`config.mk`:
```
export PLATFORM = sky130hd
export DESIGN_NAME = popcount_accum
export DESIGN_NICKNAME = d
export VERILOG_FILES = /design/src/rtl/popcount_pkg.sv /design/src/rtl/popcount_core.sv /design/src/rtl/popcount_accum.sv
export SDC_FILE = /design/constraint.sdc
export NUM_CORES = 1
export LEC_CHECK = 0
export BUFFER_PORTS_ARGS = -buffer_cell sky130_fd_sc_hd__buf_4
export CAP_MARGIN = 20
export CORE_ASPECT_RATIO = 1.5
export CORE_MARGIN = 5
export CORE_UTILIZATION = 46
export CTS_CLUSTER_SIZE = 40
export DETAILED_ROUTE_END_ITERATION = 10
export PLACE_DENSITY = 0.81
export SLEW_MARGIN = 20
export SYNTH_ARGS = -nofsm -noshare
export SYNTH_HDL_FRONTEND = slang
export SYNTH_SLANG_ARGS = --single-unit
export TNS_END_PERCENT = 50
```
`constraint.sdc`:
```
create_clock -name clk -period 3 [get_ports clk]
set_clock_uncertainty 0.1 [all_clocks]
set_input_delay 0 -clock clk [delete_from_list [all_inputs] [get_ports clk]]
set_output_delay 0 -clock clk [all_outputs]
set_load 0.05 [all_outputs]
```
`src/rtl/popcount_pkg.sv`:
```
// Shared types and sizing helpers for the popcount accumulator.
// Holds the FSM state encoding and the ones-counter width function.
package popcount_pkg;

  typedef enum logic [1:0] {
    IDLE  = 2'd0,
    ACCUM = 2'd1,
    SAT   = 2'd2
  } state_e;

  // Bits needed to hold a count from 0 to width inclusive.
  function automatic int cnt_width(input int width);
    return $clog2(width + 1);
  endfunction

endpackage

```
`src/rtl/popcount_core.sv`:
```
// Combinational ones counter for one WIDTH-bit sample.
module popcount_core
  import popcount_pkg::*;
#(
  parameter int WIDTH = 4
) (
  input  logic [WIDTH-1:0]            data_i,
  output logic [cnt_width(WIDTH)-1:0] ones_o
);

  localparam int CW = cnt_width(WIDTH);

  // Sum the sample bits one at a time.
  always_comb begin
    ones_o = '0;
    for (int i = 0; i < WIDTH; i++) begin
      ones_o = ones_o + CW'(data_i[i]);
    end
  end

endmodule

```
`src/rtl/popcount_accum.sv`:
```
// Two-stage popcount pipeline with saturating running total and hit counter.
// S1 holds the raw sample; S2 holds the counts, totals and the SAT/ACCUM FSM.
module popcount_accum
  import popcount_pkg::*;
#(
  parameter int WIDTH  = 4,
  parameter int ACC_W  = 8,
  parameter int THRESH = 4
) (
  input  logic                        clk,
  input  logic                        rst,
  input  logic                        clr,
  input  logic                        in_valid,
  output logic                        in_ready,
  input  logic [WIDTH-1:0]            in_data,
  output logic                        out_valid,
  input  logic                        out_ready,
  output logic [cnt_width(WIDTH)-1:0] out_ones,
  output logic [cnt_width(WIDTH)-1:0] out_zeros,
  output logic [ACC_W-1:0]            out_total,
  output logic [ACC_W-1:0]            out_hits,
  output logic                        out_sat
);

  localparam int CW    = cnt_width(WIDTH);
  localparam int SUM_W = ACC_W + 1;
  localparam logic [ACC_W-1:0] ACC_MAX = {ACC_W{1'b1}};

  logic             s1_valid_q, s1_valid_d;
  logic [WIDTH-1:0] s1_data_q, s1_data_d;
  logic             out_valid_q, out_valid_d;
  logic [CW-1:0]    ones_q, ones_d;
  logic [CW-1:0]    zeros_q, zeros_d;
  logic [ACC_W-1:0] total_q, total_d;
  logic [ACC_W-1:0] hits_q, hits_d;
  state_e           state_q, state_d;

  logic             s1_adv_s;
  logic             in_ready_s;
  logic             accept_s;
  logic             s2_load_s;
  logic             sum_sat_s;
  logic             hit_s;
  logic             out_sat_s;
  logic [CW-1:0]    ones_s;
  logic [SUM_W-1:0] sum_s;

  popcount_core #(.WIDTH(WIDTH)) u_core (
    .data_i (s1_data_q),
    .ones_o (ones_s)
  );

  // Handshake: S1 drains into S2 whenever S2 is empty or being consumed.
  always_comb begin
    s1_adv_s   = !out_valid_q || out_ready;
    in_ready_s = !rst && !clr && (!s1_valid_q || s1_adv_s);
    accept_s   = in_valid && in_ready_s;
    s2_load_s  = s1_adv_s && s1_valid_q;
  end

  // The sum is formed one bit wider so overflow is seen before clamping.
  always_comb begin
    sum_s     = {1'b0, total_q} + SUM_W'(ones_s);
    sum_sat_s = (sum_s >= {1'b0, ACC_MAX});
    hit_s     = (int'(ones_s) >= THRESH);
  end

  // Next-state for both pipeline stages; clr empties them and zeroes totals.
  always_comb begin
    s1_valid_d  = s1_valid_q;
    s1_data_d   = s1_data_q;
    out_valid_d = out_valid_q;
    ones_d      = ones_q;
    zeros_d     = zeros_q;
    total_d     = total_q;
    hits_d      = hits_q;
    if (clr) begin
      s1_valid_d  = 1'b0;
      out_valid_d = 1'b0;
      ones_d      = '0;
      zeros_d     = '0;
      total_d     = '0;
      hits_d      = '0;
    end else begin
      if (accept_s) begin
        s1_valid_d = 1'b1;
        s1_data_d  = in_data;
      end else if (s1_adv_s) begin
        s1_valid_d = 1'b0;
      end else begin
        s1_valid_d = s1_valid_q;
      end
      if (s1_adv_s) begin
        out_valid_d = s1_valid_q;
      end else begin
        out_valid_d = out_valid_q;
      end
      if (s2_load_s) begin
        ones_d  = ones_s;
        zeros_d = CW'(WIDTH) - ones_s;
        total_d = sum_sat_s ? ACC_MAX : sum_s[ACC_W-1:0];
        hits_d  = (hit_s && (hits_q != ACC_MAX)) ? hits_q + ACC_W'(1) : hits_q;
      end else begin
        ones_d = ones_q;
      end
    end
  end

  // Pipeline registers.
  always_ff @(posedge clk) begin
    if (rst) begin
      s1_valid_q  <= 1'b0;
      s1_data_q   <= '0;
      out_valid_q <= 1'b0;
      ones_q      <= '0;
      zeros_q     <= '0;
      total_q     <= '0;
      hits_q      <= '0;
    end else begin
      s1_valid_q  <= s1_valid_d;
      s1_data_q   <= s1_data_d;
      out_valid_q <= out_valid_d;
      ones_q      <= ones_d;
      zeros_q     <= zeros_d;
      total_q     <= total_d;
      hits_q      <= hits_d;
    end
  end

  // FSM state register.
  always_ff @(posedge clk) begin
    if (rst) begin
      state_q <= IDLE;
    end else begin
      state_q <= state_d;
    end
  end

  // FSM next state: a sample that already saturates the total skips ACCUM.
  always_comb begin
    state_d = state_q;
    if (clr) begin
      state_d = IDLE;
    end else if (s2_load_s) begin
      case (state_q)
        IDLE:    state_d = sum_sat_s ? SAT : ACCUM;
        ACCUM:   state_d = sum_sat_s ? SAT : ACCUM;
        SAT:     state_d = SAT;
        default: state_d = IDLE;
      endcase
    end else begin
      state_d = state_q;
    end
  end

  // FSM output decode.
  always_comb begin
    out_sat_s = (state_q == SAT);
  end

  assign in_ready  = in_ready_s;
  assign out_valid = out_valid_q;
  assign out_ones  = ones_q;
  assign out_zeros = zeros_q;
  assign out_total = total_q;
  assign out_hits  = hits_q;
  assign out_sat   = out_sat_s;

endmodule

```
==> metrics.txt, run 1 <==
result of the run=complete, no violations; initial antenna violation count=0; kind of critical path=reg -> reg; number of primary I/O pins=34; RD Place Congestion=0.8088; number of cell instances on the worst register-to-register path=11; H-tree levels=2; largest net degree at the start of global routing=22; hold violation total from the final report=0; fraction of layout cells with a size suffix above 1=26.89%; number of buffers created by CTS=5; max-slew violation total from the final report=0; Layout Utilization=62.30%; Worst Min Path Start=out_ones[1]$_SDFFE_PP0P_; antenna diode count=0; Worst R2R End=state_q[1]$_SDFFE_PP0P_; Die H=79.89 um; cell count of the worst hold path=2; part of the total power dissipated in the clock network=39.5%; detailed-route DRC error count=0; worst flop-to-flop path startpoint=s1_data_q[0]$_SDFFE_PP0P_; sequential fraction of the synthesis area=38.76%; critical path data required time=3080 ps; TritonCTS clock tree=yes; root cell of the clock tree=clkbuf_8; final total negative setup slack=0 ps; Gate Count Post-Synth=164; Die Outline Area=0.004521 mm2; clk slew on worst S/H paths=60 ps; Total Routed Length=3.484 mm; crit path capture type=flop; core region area=0.003159 mm2; number of nets in the final layout=230; sort of element at the start of the critical path=flop; switching part of the total=24.37%; area of the mapped netlist=0.001498 mm2; final clock period utilization by the worst path=96.15%; count of warnings emitted by yosys=0; maximum capacitance violations=0; detailed-router iteration count before antenna repair=4; DR WL/cell=13.83 um; Rows=25; commonest cells after routing, fill and taps aside=buf_4, dfxtp_1, a21oi_1, inv_1, nand2_1; multi-input combinational cell area=845.8 um2; number of global-route vias before repair=1,356; worst slew margin relative to its limit=39.33%; number of storage elements in the synthesis netlist=29; number of routed nets with antenna violations=0; number of buffer cells added on primary ports=33; Area growth, synth to finish=31.41%; number of distinct library cells after synthesis=43; syn nets=183; CTS sink cnt=29; first-pass GRT wire length=5.961 mm; combinational power share=9.3%; worst hold path type=reg -> reg; half-perimeter wire length after placement=2.460 mm; maximum clock frequency=346.7 MHz; Switching Power=187.7 uW; sequential cell area=580.6 um2; maximum fanout along the worst path=6; VDD IR max=357.9 uV; drt initial violations=42; Leakage=0.8201 nW; data arrival time of the critical path=2970 ps; ratio of routed vias to standard cells=5.484; total global routing track utilization=17.34%; final-layout fill cell count=280; final setup violating endpoints=0; starting utilization of the core area=47.41%; measured slew at the worst slew-check pin=906.7 ps; clock latency at the later pin of the worst-skew pair=290 ps; minimum period implied by the final worst setup slack=2884 ps; Clock Path Buffers=2; most common library cell in the layout ignoring fill and taps=buf_4; Endpoint, Worst Hold=out_ones[1]$_SDFFE_PP0P_; die width=56.59 um; sequential power share=51.2%; mean cell area of the mapped netlist=9.132 um2; total power divided by cell area=391.2 mW/mm2; P_int=582.3 uW; GR Overflow Total=0; R2R Setup Slk=120 ps; vias=1,382
## flip-flops by register name, summed over array words and instances, names as in the netlist
name / count
out_hits: 8
out_total: 8
s1_data_q: 4
out_ones: 3
out_zeros: 2
state_q: 2
out_valid: 1
s1_valid_q: 1
## area by class of cell
class | count | share of cell area (%)
Clock buffer | 6 | 3.687
Clock inverter | 2 | 0.5086
Inverter | 13 | 2.479
Multi-Input combinational cell | 117 | 42.98
Sequential cell | 29 | 29.50
Tap cell | 40 | 2.543
Timing Repair Buffer | 45 | 18.31
## worst max path at each step
stage | from | endpoint | slack [ps] | cells after the start
after floorplan | s1_data_q[0]$_SDFFE_PP0P_ | state_q[1]$_SDFFE_PP0P_ | 180 | 11
after CTS | s1_data_q[1]$_SDFFE_PP0P_ | state_q[1]$_SDFFE_PP0P_ | 40 | 11
after global routing | s1_data_q[1]$_SDFFE_PP0P_ | state_q[1]$_SDFFE_PP0P_ | -0.7 | 11
after global placement | s1_data_q[0]$_SDFFE_PP0P_ | state_q[1]$_SDFFE_PP0P_ | 130 | 11
after detailed placement | s1_data_q[1]$_SDFFE_PP0P_ | state_q[1]$_SDFFE_PP0P_ | 60 | 11
final | s1_data_q[0]$_SDFFE_PP0P_ | state_q[1]$_SDFFE_PP0P_ | 120 | 11
## cells by family after synthesis
family | share of synthesized area (%)
and+or+nand+nor | 19.80
AOI/OAI and AO/OA | 22.31
DFF | 38.76
buffers and inverters | 5.347
adders and majority gates | 9.357
muxes | 2.673
xor gates and xnor gates | 1.755
## Yosys cell counts (all sizes together)
cell     count  area share, %
a2111oi      1            1.0
a211oi       4            2.3
a21oi       17            5.7
a311oi       1           0.58
a31oi        7            2.9
a32o         1           0.67
and2         1           0.42
and2b        1           0.50
and3         3            1.3
buf          3            1.6
clkbuf       2           0.50
dfxtp       29             39
fa           2            2.7
ha           8            6.7
inv         13            3.3
mux2i        4            2.7
nand2       12            3.0
nand3        5            1.7
nand3b       1           0.50
nand4        2            1.3
nor2        11            2.8
nor2b        3            1.8
nor3         2           0.67
nor3b        1           0.50
nor4b        2            1.2
o2111a       2            1.5
o2111ai      2            2.8
o211ai       1           0.50
o21ai        7            2.3
o31ai        4            2.0
or2          2           0.84
or2b         1           0.58
or3          2           0.84
or4          4            2.0
xnor2        2            1.2
xor2         1           0.58
## metal layers
| layer | global-route usage [%] | wire (um) |
|---|---|---|
| met3 | 4.693 | 184 |
| met1 | 17.28 | 1382 |
| met5 | 0 | 0 |
| met2 | 29.98 | 1779 |
| met4 | 13.30 | 137 |
## power groups by stage
stage	Combinational [mW]	Clock (mW)	Sequential [mW]
after floorplan	0.0331	0	0.408
after global placement	0.0594	0	0.402
after detailed placement	0.0600	0	0.402
after CTS	0.0685	0.312	0.394
after global routing	0.0802	0.329	0.395
final	0.0718	0.304	0.394
## metrics by stage
step           cells  hold WS [ps]  power (mW)  area [um2]  worst slack [ps]
2_1_floorplan    164        -27.62      0.4412        1498             180.7
3_5_place_dp     232         109.7      0.4624        1764             58.81
6_report         252         355.7      0.7700        1968             115.5
4_1_cts          249         357.2      0.7740        1937             36.73
5_1_grt          252         377.6      0.8039        1968           -0.6639
3_3_place_gp     232         107.1      0.4616        1764             131.1
## critical path, stage by stage, from the launching register on
cell       delay (ps)
dfxtp_1           320
ha_1              290
inv_2              40
fa_1              490
inv_1              80
ha_1              150
inv_1              50
fa_2              340
and2b_2           260
o2111ai_4         170
nor2b_4           170
a2111oi_2         340
## what timing repair did
action | in CTS | in global routing
setup endpoints to repair | 0 | 1
hold buffers | 9 | 0
setup buffers | 0 | 3
endpoints found under the hold margin | 11 | 0
gates resized for setup | 0 | 4
Power figures use the tool's default switching activity.
==> run 2: changes to the inputs <==
--- a/config.mk
+++ b/config.mk
@@ -12,7 +12,7 @@
 export CORE_UTILIZATION = 46
 export CTS_CLUSTER_SIZE = 40
 export DETAILED_ROUTE_END_ITERATION = 10
-export PLACE_DENSITY = 0.81
+export PLACE_DENSITY = 0.79
 export SLEW_MARGIN = 20
 export SYNTH_ARGS = -nofsm -noshare
 export SYNTH_HDL_FRONTEND = slang
==> run 2 against run 1 <==
Cell area rose by 1.0%. Critical path depth unchanged. Critical endpoint unchanged. First-iteration DRC count rose by 9.5%. Utilization up 0.63 points. Final cell count shrank 0.40%. Worst setup slack lost 14 ps. Clock-buffer cell count grew 1. Clock power rose by 5%. Critical path type unchanged. Flip-flop and latch count stayed put. Total power grew 2.0%. Routed wire length is 2.3% higher.
==> metrics.txt, run 2 (synthesized netlist as in run 1, its figures left out) <==
clock latency at the later pin of the worst-skew pair=280 ps (was 290 ps); number of buffer cells added on primary ports=33 (unchanged); fraction of layout cells with a size suffix above 1=27.49% (was 26.89%); Clock Path Buffers=2 (unchanged); number of global-route vias before repair=1,430 (was 1,356); Leakage=0.8137 nW (was 0.8201 nW); final total negative setup slack=0 ps (unchanged); final setup violating endpoints=0 (unchanged); data arrival time of the critical path=2970 ps (about the same); Die H=79.89 um (unchanged); maximum clock frequency=345.0 MHz (was 346.7 MHz); DR WL/cell=14.20 um (was 13.83 um); root cell of the clock tree=clkbuf_8 (unchanged); sort of element at the start of the critical path=flop (unchanged); total power divided by cell area=394.8 mW/mm2 (was 391.2 mW/mm2); VDD IR max=339.5 uV (was 357.9 uV); maximum capacitance violations=0 (unchanged); half-perimeter wire length after placement=2.684 mm (was 2.460 mm); worst hold path type=in -> reg (was reg -> reg); setup repair after global routing missed its margin=yes; placed cell area=0.001764 mm2 (unchanged); number of routed nets with antenna violations=0 (unchanged); clk slew on worst S/H paths=60 ps (about the same); sequential cell area=581.8 um2 (was 580.6 um2); number of primary I/O pins=34 (unchanged); maximum fanout along the worst path=4 (was 6); max-slew violation total from the final report=0 (unchanged); crit path capture type=flop (unchanged); vias=1,417 (was 1,382); ratio of routed vias to standard cells=5.645 (was 5.484); RD Place Congestion=0.7938 (was 0.8088); largest net degree at the start of global routing=22 (unchanged); multi-input combinational cell area=860.8 um2 (was 845.8 um2); Area growth, synth to finish=32.75% (was 31.41%); measured slew at the worst slew-check pin=887.5 ps (was 906.7 ps); worst slew margin relative to its limit=40.62% (was 39.33%); kind of critical path=reg -> reg (unchanged); result of the run=complete, no violations (unchanged); post-route cell area=0.001988 mm2 (was 0.001968 mm2); number of nets in the final layout=230 (unchanged); number of buffers created by CTS=5 (unchanged); Die Outline Area=0.004521 mm2 (unchanged); starting utilization of the core area=47.41% (unchanged); GR Overflow Total=0 (unchanged); initial antenna violation count=0 (unchanged); TritonCTS clock tree=yes (unchanged); total global routing track utilization=17.06% (was 17.34%); die width=56.59 um (unchanged); antenna diode count=0 (unchanged); minimum period implied by the final worst setup slack=2898 ps (was 2884 ps); critical path data required time=3080 ps (about the same); commonest cells after routing, fill and taps aside=buf_4, dfxtp_1, a21oi_1, inv_1, nand2_1 (unchanged); final-layout fill cell count=284 (was 280); detailed-route DRC error count=0 (unchanged); detailed-router iteration count before antenna repair=4 (unchanged); R2R Setup Slk=100 ps (was 120 ps); final clock period utilization by the worst path=96.60% (was 96.15%); drt initial violations=46 (was 42); most common library cell in the layout ignoring fill and taps=buf_4 (unchanged); core region area=0.003159 mm2 (unchanged); H-tree levels=2 (unchanged); first-pass GRT wire length=6.078 mm (was 5.961 mm); Total Routed Length=3.563 mm (was 3.484 mm); CTS sink cnt=29 (unchanged); hold violation total from the final report=0 (unchanged); Rows=25 (unchanged)
-- run 2: worst max-delay path: stages, from the launching register on --
cell and delay, ps:
dfxtp_2 320, ha_1 280, inv_1 70, fa_1 450, inv_1 80, ha_1 150
inv_1 60, fa_2 350, and2b_2 270, o2111ai_4 150, nor2b_4 170, a2111oi_2 340
-- run 2: worst paths after layout --
check                                          startpoint                   endpoint  cells after the start
worst max-delay path            s1_data_q[0]$_SDFFE_PP0P_    state_q[1]$_SDFFE_PP0P_                     11
worst min-delay path                                  rst  s1_data_q[0]$_SDFFE_PP0P_                      3
worst max register to register  s1_data_q[0]$_SDFFE_PP0P_    state_q[1]$_SDFFE_PP0P_                     11
worst min register to register   out_ones[1]$_SDFFE_PP0P_   out_ones[1]$_SDFFE_PP0P_                      2
-- run 2: layout make-up --
class                           instances  area share, %
Inverter                               13          2.454
Multi-Input combinational cell        117          43.30
Tap cell                               40          2.517
Timing Repair Buffer                   45          18.12
Clock buffer                            7          4.342
Sequential cell                        29          29.26
-- run 2: routing by layer --
| layer | track usage [%] | share of wire [%] | vias up |
|---|---|---|---|
| met2 | 30.90 | 54 | 41 |
| li1 | - | - | 694 |
| met4 | 11.16 | 4.0 | 0 |
| met5 | 0 | 0 | - |
| met1 | 16.53 | 37 | 667 |
| met3 | 4.693 | 5.1 | 15 |
-- run 2: metrics by stage --
step	total power, mW	worst slack (ps)	hold WS [ps]	instances	utilization (%)
after CTS	0.7906	12.78	356.2	248	61.47
after global routing	0.8207	-10.91	352.4	251	62.93
after floorplan	0.4412	180.7	-27.62	164	-
after detailed placement	0.4630	-4.438	110.9	232	55.84
final	0.7850	101.9	346.0	251	62.93
after global placement	0.4623	133.3	106.1	232	55.84
-- run 2: timing repair --
action                                  4_1_cts  5_1_grt
endpoints found under the setup margin        1        3
hold buffers                                  9        0
setup buffers                                 0        3
pin swaps                                     0        3
gates resized for setup                       1        5
endpoints found under the hold margin        11        0
-- run 2: power by group --
part / total (mW) / internal (mW) / switching (mW)
sequential: 0.394 / 0.390 / 0.00398
clock: 0.319 / 0.181 / 0.137
combinational: 0.0724 / 0.0326 / 0.0398
total: 0.785 / 0.604 / 0.181
==> run 3: changes to the inputs <==
--- a/config.mk
+++ b/config.mk
@@ -5,14 +5,14 @@
 export SDC_FILE = /design/constraint.sdc
 export NUM_CORES = 1
 export LEC_CHECK = 0
-export BUFFER_PORTS_ARGS = -buffer_cell sky130_fd_sc_hd__buf_4
 export CAP_MARGIN = 20
 export CORE_ASPECT_RATIO = 1.5
 export CORE_MARGIN = 5
 export CORE_UTILIZATION = 46
 export CTS_CLUSTER_SIZE = 40
 export DETAILED_ROUTE_END_ITERATION = 10
-export PLACE_DENSITY = 0.79
+export DONT_BUFFER_PORTS = 1
+export PLACE_DENSITY = 0.7
 export SLEW_MARGIN = 20
 export SYNTH_ARGS = -nofsm -noshare
 export SYNTH_HDL_FRONTEND = slang
==> run 3 against run 2 <==
Sequential power hardly changed. Cell area decreased by 9.4%. Routed wire length rose by 3.1%. Largest power group unchanged. Final cell count shrank 10%. Total power fell by 0.50%. Combinational power shrank 13%. Highest routed layer unchanged.
==> metrics.txt, run 3 (synthesized netlist as in run 1, its figures left out) <==
worst hold path type=in -> reg (unchanged); Cell Chain, Critical Path=ha_4 > inv_2 > fa_1 > inv_1 > ha_2 > inv_1 > fa_2 > and2b_2 > o2111ai_4 > nor2b_4 > a2111oi_4 (was ha_1 > inv_1 > fa_1 > inv_1 > ha_1 > inv_1 > fa_2 > and2b_2 > o2111ai_4 > nor2b_4 > a2111oi_2); first-pass GRT wire length=6.051 mm (was 6.078 mm); overall power=781.1 uW (was 785.0 uW); cell with the most instances on the worst path=inv_1 (unchanged); Placed Cells=207 (was 232); post-route cell area=0.001800 mm2 (was 0.001988 mm2); clock latency at the later pin of the worst-skew pair=280 ps (about the same); initial antenna violation count=0 (unchanged); placed cell area=0.001577 mm2 (was 0.001764 mm2); die width=56.59 um (unchanged); CTS sink cnt=29 (unchanged); number of buffers created by CTS=5 (unchanged); number of primary I/O pins=34 (unchanged); kind of critical path=reg -> reg (unchanged); clk slew on worst S/H paths=60 ps (about the same); antenna diode count=0 (unchanged); delay-heaviest family, CP=adder cells (unchanged); largest net degree at the start of global routing=22 (unchanged); Placement Setup Slack=25.00 ps (was -4.438 ps); GR Overflow Total=0 (unchanged); VDD IR max=253.3 uV (was 339.5 uV); number of nets in the final layout=204 (was 230); half-perimeter wire length after placement=2.616 mm (was 2.684 mm); Buf/Inv on CP=3 (unchanged); detailed-route DRC error count=0 (unchanged); ratio of routed vias to standard cells=5.889 (was 5.645); vias=1,325 (was 1,417); starting utilization of the core area=47.41% (unchanged); result of the run=complete, no violations (unchanged); RD Place Congestion=0.7522 (was 0.7938); minimum period implied by the final worst setup slack=2880 ps (was 2898 ps); crit path setup slack, layout=119.7 ps (was 101.9 ps); H-tree levels=2 (unchanged); final clock period utilization by the worst path=96.01% (was 96.60%); most common library cell in the layout ignoring fill and taps=dfxtp_1 (was buf_4); number of buffer cells added on primary ports=0 (was 33); final-layout fill cell count=296 (was 284); Leakage=0.6795 nW (was 0.8137 nW); detailed-router iteration count before antenna repair=4 (unchanged); Worst path max stage delay=490 ps (was 450 ps); maximum clock frequency=347.2 MHz (was 345.0 MHz); critical path data required time=3080 ps (about the same); Area growth, synth to finish=20.22% (was 32.75%); total power divided by cell area=433.8 mW/mm2 (was 394.8 mW/mm2); commonest cells after routing, fill and taps aside=dfxtp_1, a21oi_1, nand2_1, inv_1, nor2_1 (was buf_4, dfxtp_1, a21oi_1, inv_1, nand2_1); final total negative setup slack=0 ps (unchanged); maximum fanout along the worst path=3 (was 4); hold violation total from the final report=0 (unchanged); sort of element at the start of the critical path=flop (unchanged); TritonCTS clock tree=yes (unchanged); Cell Count, Final, Fillers Out=225 (was 251); Rows=25 (unchanged); total global routing track utilization=17.29% (was 17.06%); DR WL/cell=16.32 um (was 14.20 um); root cell of the clock tree=clkbuf_8 (unchanged); number of routed nets with antenna violations=0 (unchanged); crit path capture type=flop (unchanged); fraction of layout cells with a size suffix above 1=17.84% (was 27.49%); maximum capacitance violations=0 (unchanged); data arrival time of the critical path=2970 ps (about the same); Die Outline Area=0.004521 mm2 (unchanged); core region area=0.003159 mm2 (unchanged); worst slew margin relative to its limit=35.83% (was 40.62%); number of global-route vias before repair=1,344 (was 1,430); Clock Path Buffers=2 (unchanged); final setup violating endpoints=0 (unchanged); Die H=79.89 um (unchanged); max-slew violation total from the final report=0 (unchanged); cell with the largest stage delay on the worst path=fa_1 (unchanged); drt initial violations=31 (was 46); Total Routed Length=3.672 mm (was 3.563 mm); measured slew at the worst slew-check pin=959.0 ps (was 887.5 ps)
run 3: cell types whose count changed in the layout (fill, tap and decap cells not counted), sizes merged:
cell,change
buf,-26
run 3: layer usage:
layer	track usage, %	up-vias	wire [um]
li1	-	639	-
met1	17.41	630	1354
met2	29.51	48	1950
met3	6.796	8	296
met4	10.45	0	70
met5	0	-	0
run 3: final timing paths:
kind                            cells past startpoint  slack (ps)                       from                         to
worst max-delay path                               11         120  s1_data_q[1]$_SDFFE_PP0P_    state_q[1]$_SDFFE_PP0P_
worst max register to register                     11         120  s1_data_q[1]$_SDFFE_PP0P_    state_q[1]$_SDFFE_PP0P_
worst min-delay path                                3          20                   in_valid  s1_data_q[0]$_SDFFE_PP0P_
worst min register to register                      2         410  s1_data_q[3]$_SDFFE_PP0P_  s1_data_q[3]$_SDFFE_PP0P_
run 3: cell type report:
type                       count  area [um2]  share of cell area [%]
multi-input combinational    117       868.3                   48.23
timing repair buffer          19       165.2                   9.173
sequential                    29       581.8                   32.31
inverter                      13       48.80                   2.710
tap                           40       50.05                   2.780
clock buffer                   7       86.33                   4.795
run 3: timing repair:
| item | in CTS | in global routing |
|---|---|---|
| buffers inserted | 0 | 2 |
| resized for setup | 0 | 8 |
| endpoints found under the hold margin | 11 | 0 |
| endpoints found under the setup margin | 0 | 4 |
| hold buffers | 9 | 0 |
run 3: tightest hold or removal path, stage by stage:
cell and delay [ps]:
nand3_1 180, mux2i_1 110, nor2_1 70
run 3: through the flow:
stage / util (%) / hold WS (ps)
6_report: 56.99 / 19.56
5_1_grt: 56.99 / 41.20
4_1_cts: 55.49 / 17.93
3_5_place_dp: 49.90 / -25.05
3_3_place_gp: 49.90 / -25.65
2_1_floorplan: - / -27.62
run 3: report_power, final:
| part | total (mW) | switching, mW | internal, mW |
|---|---|---|---|
| Sequential | 0.396 | 0.00637 | 0.390 |
| Combinational | 0.0629 | 0.0371 | 0.0258 |
| Clock | 0.322 | 0.140 | 0.181 |
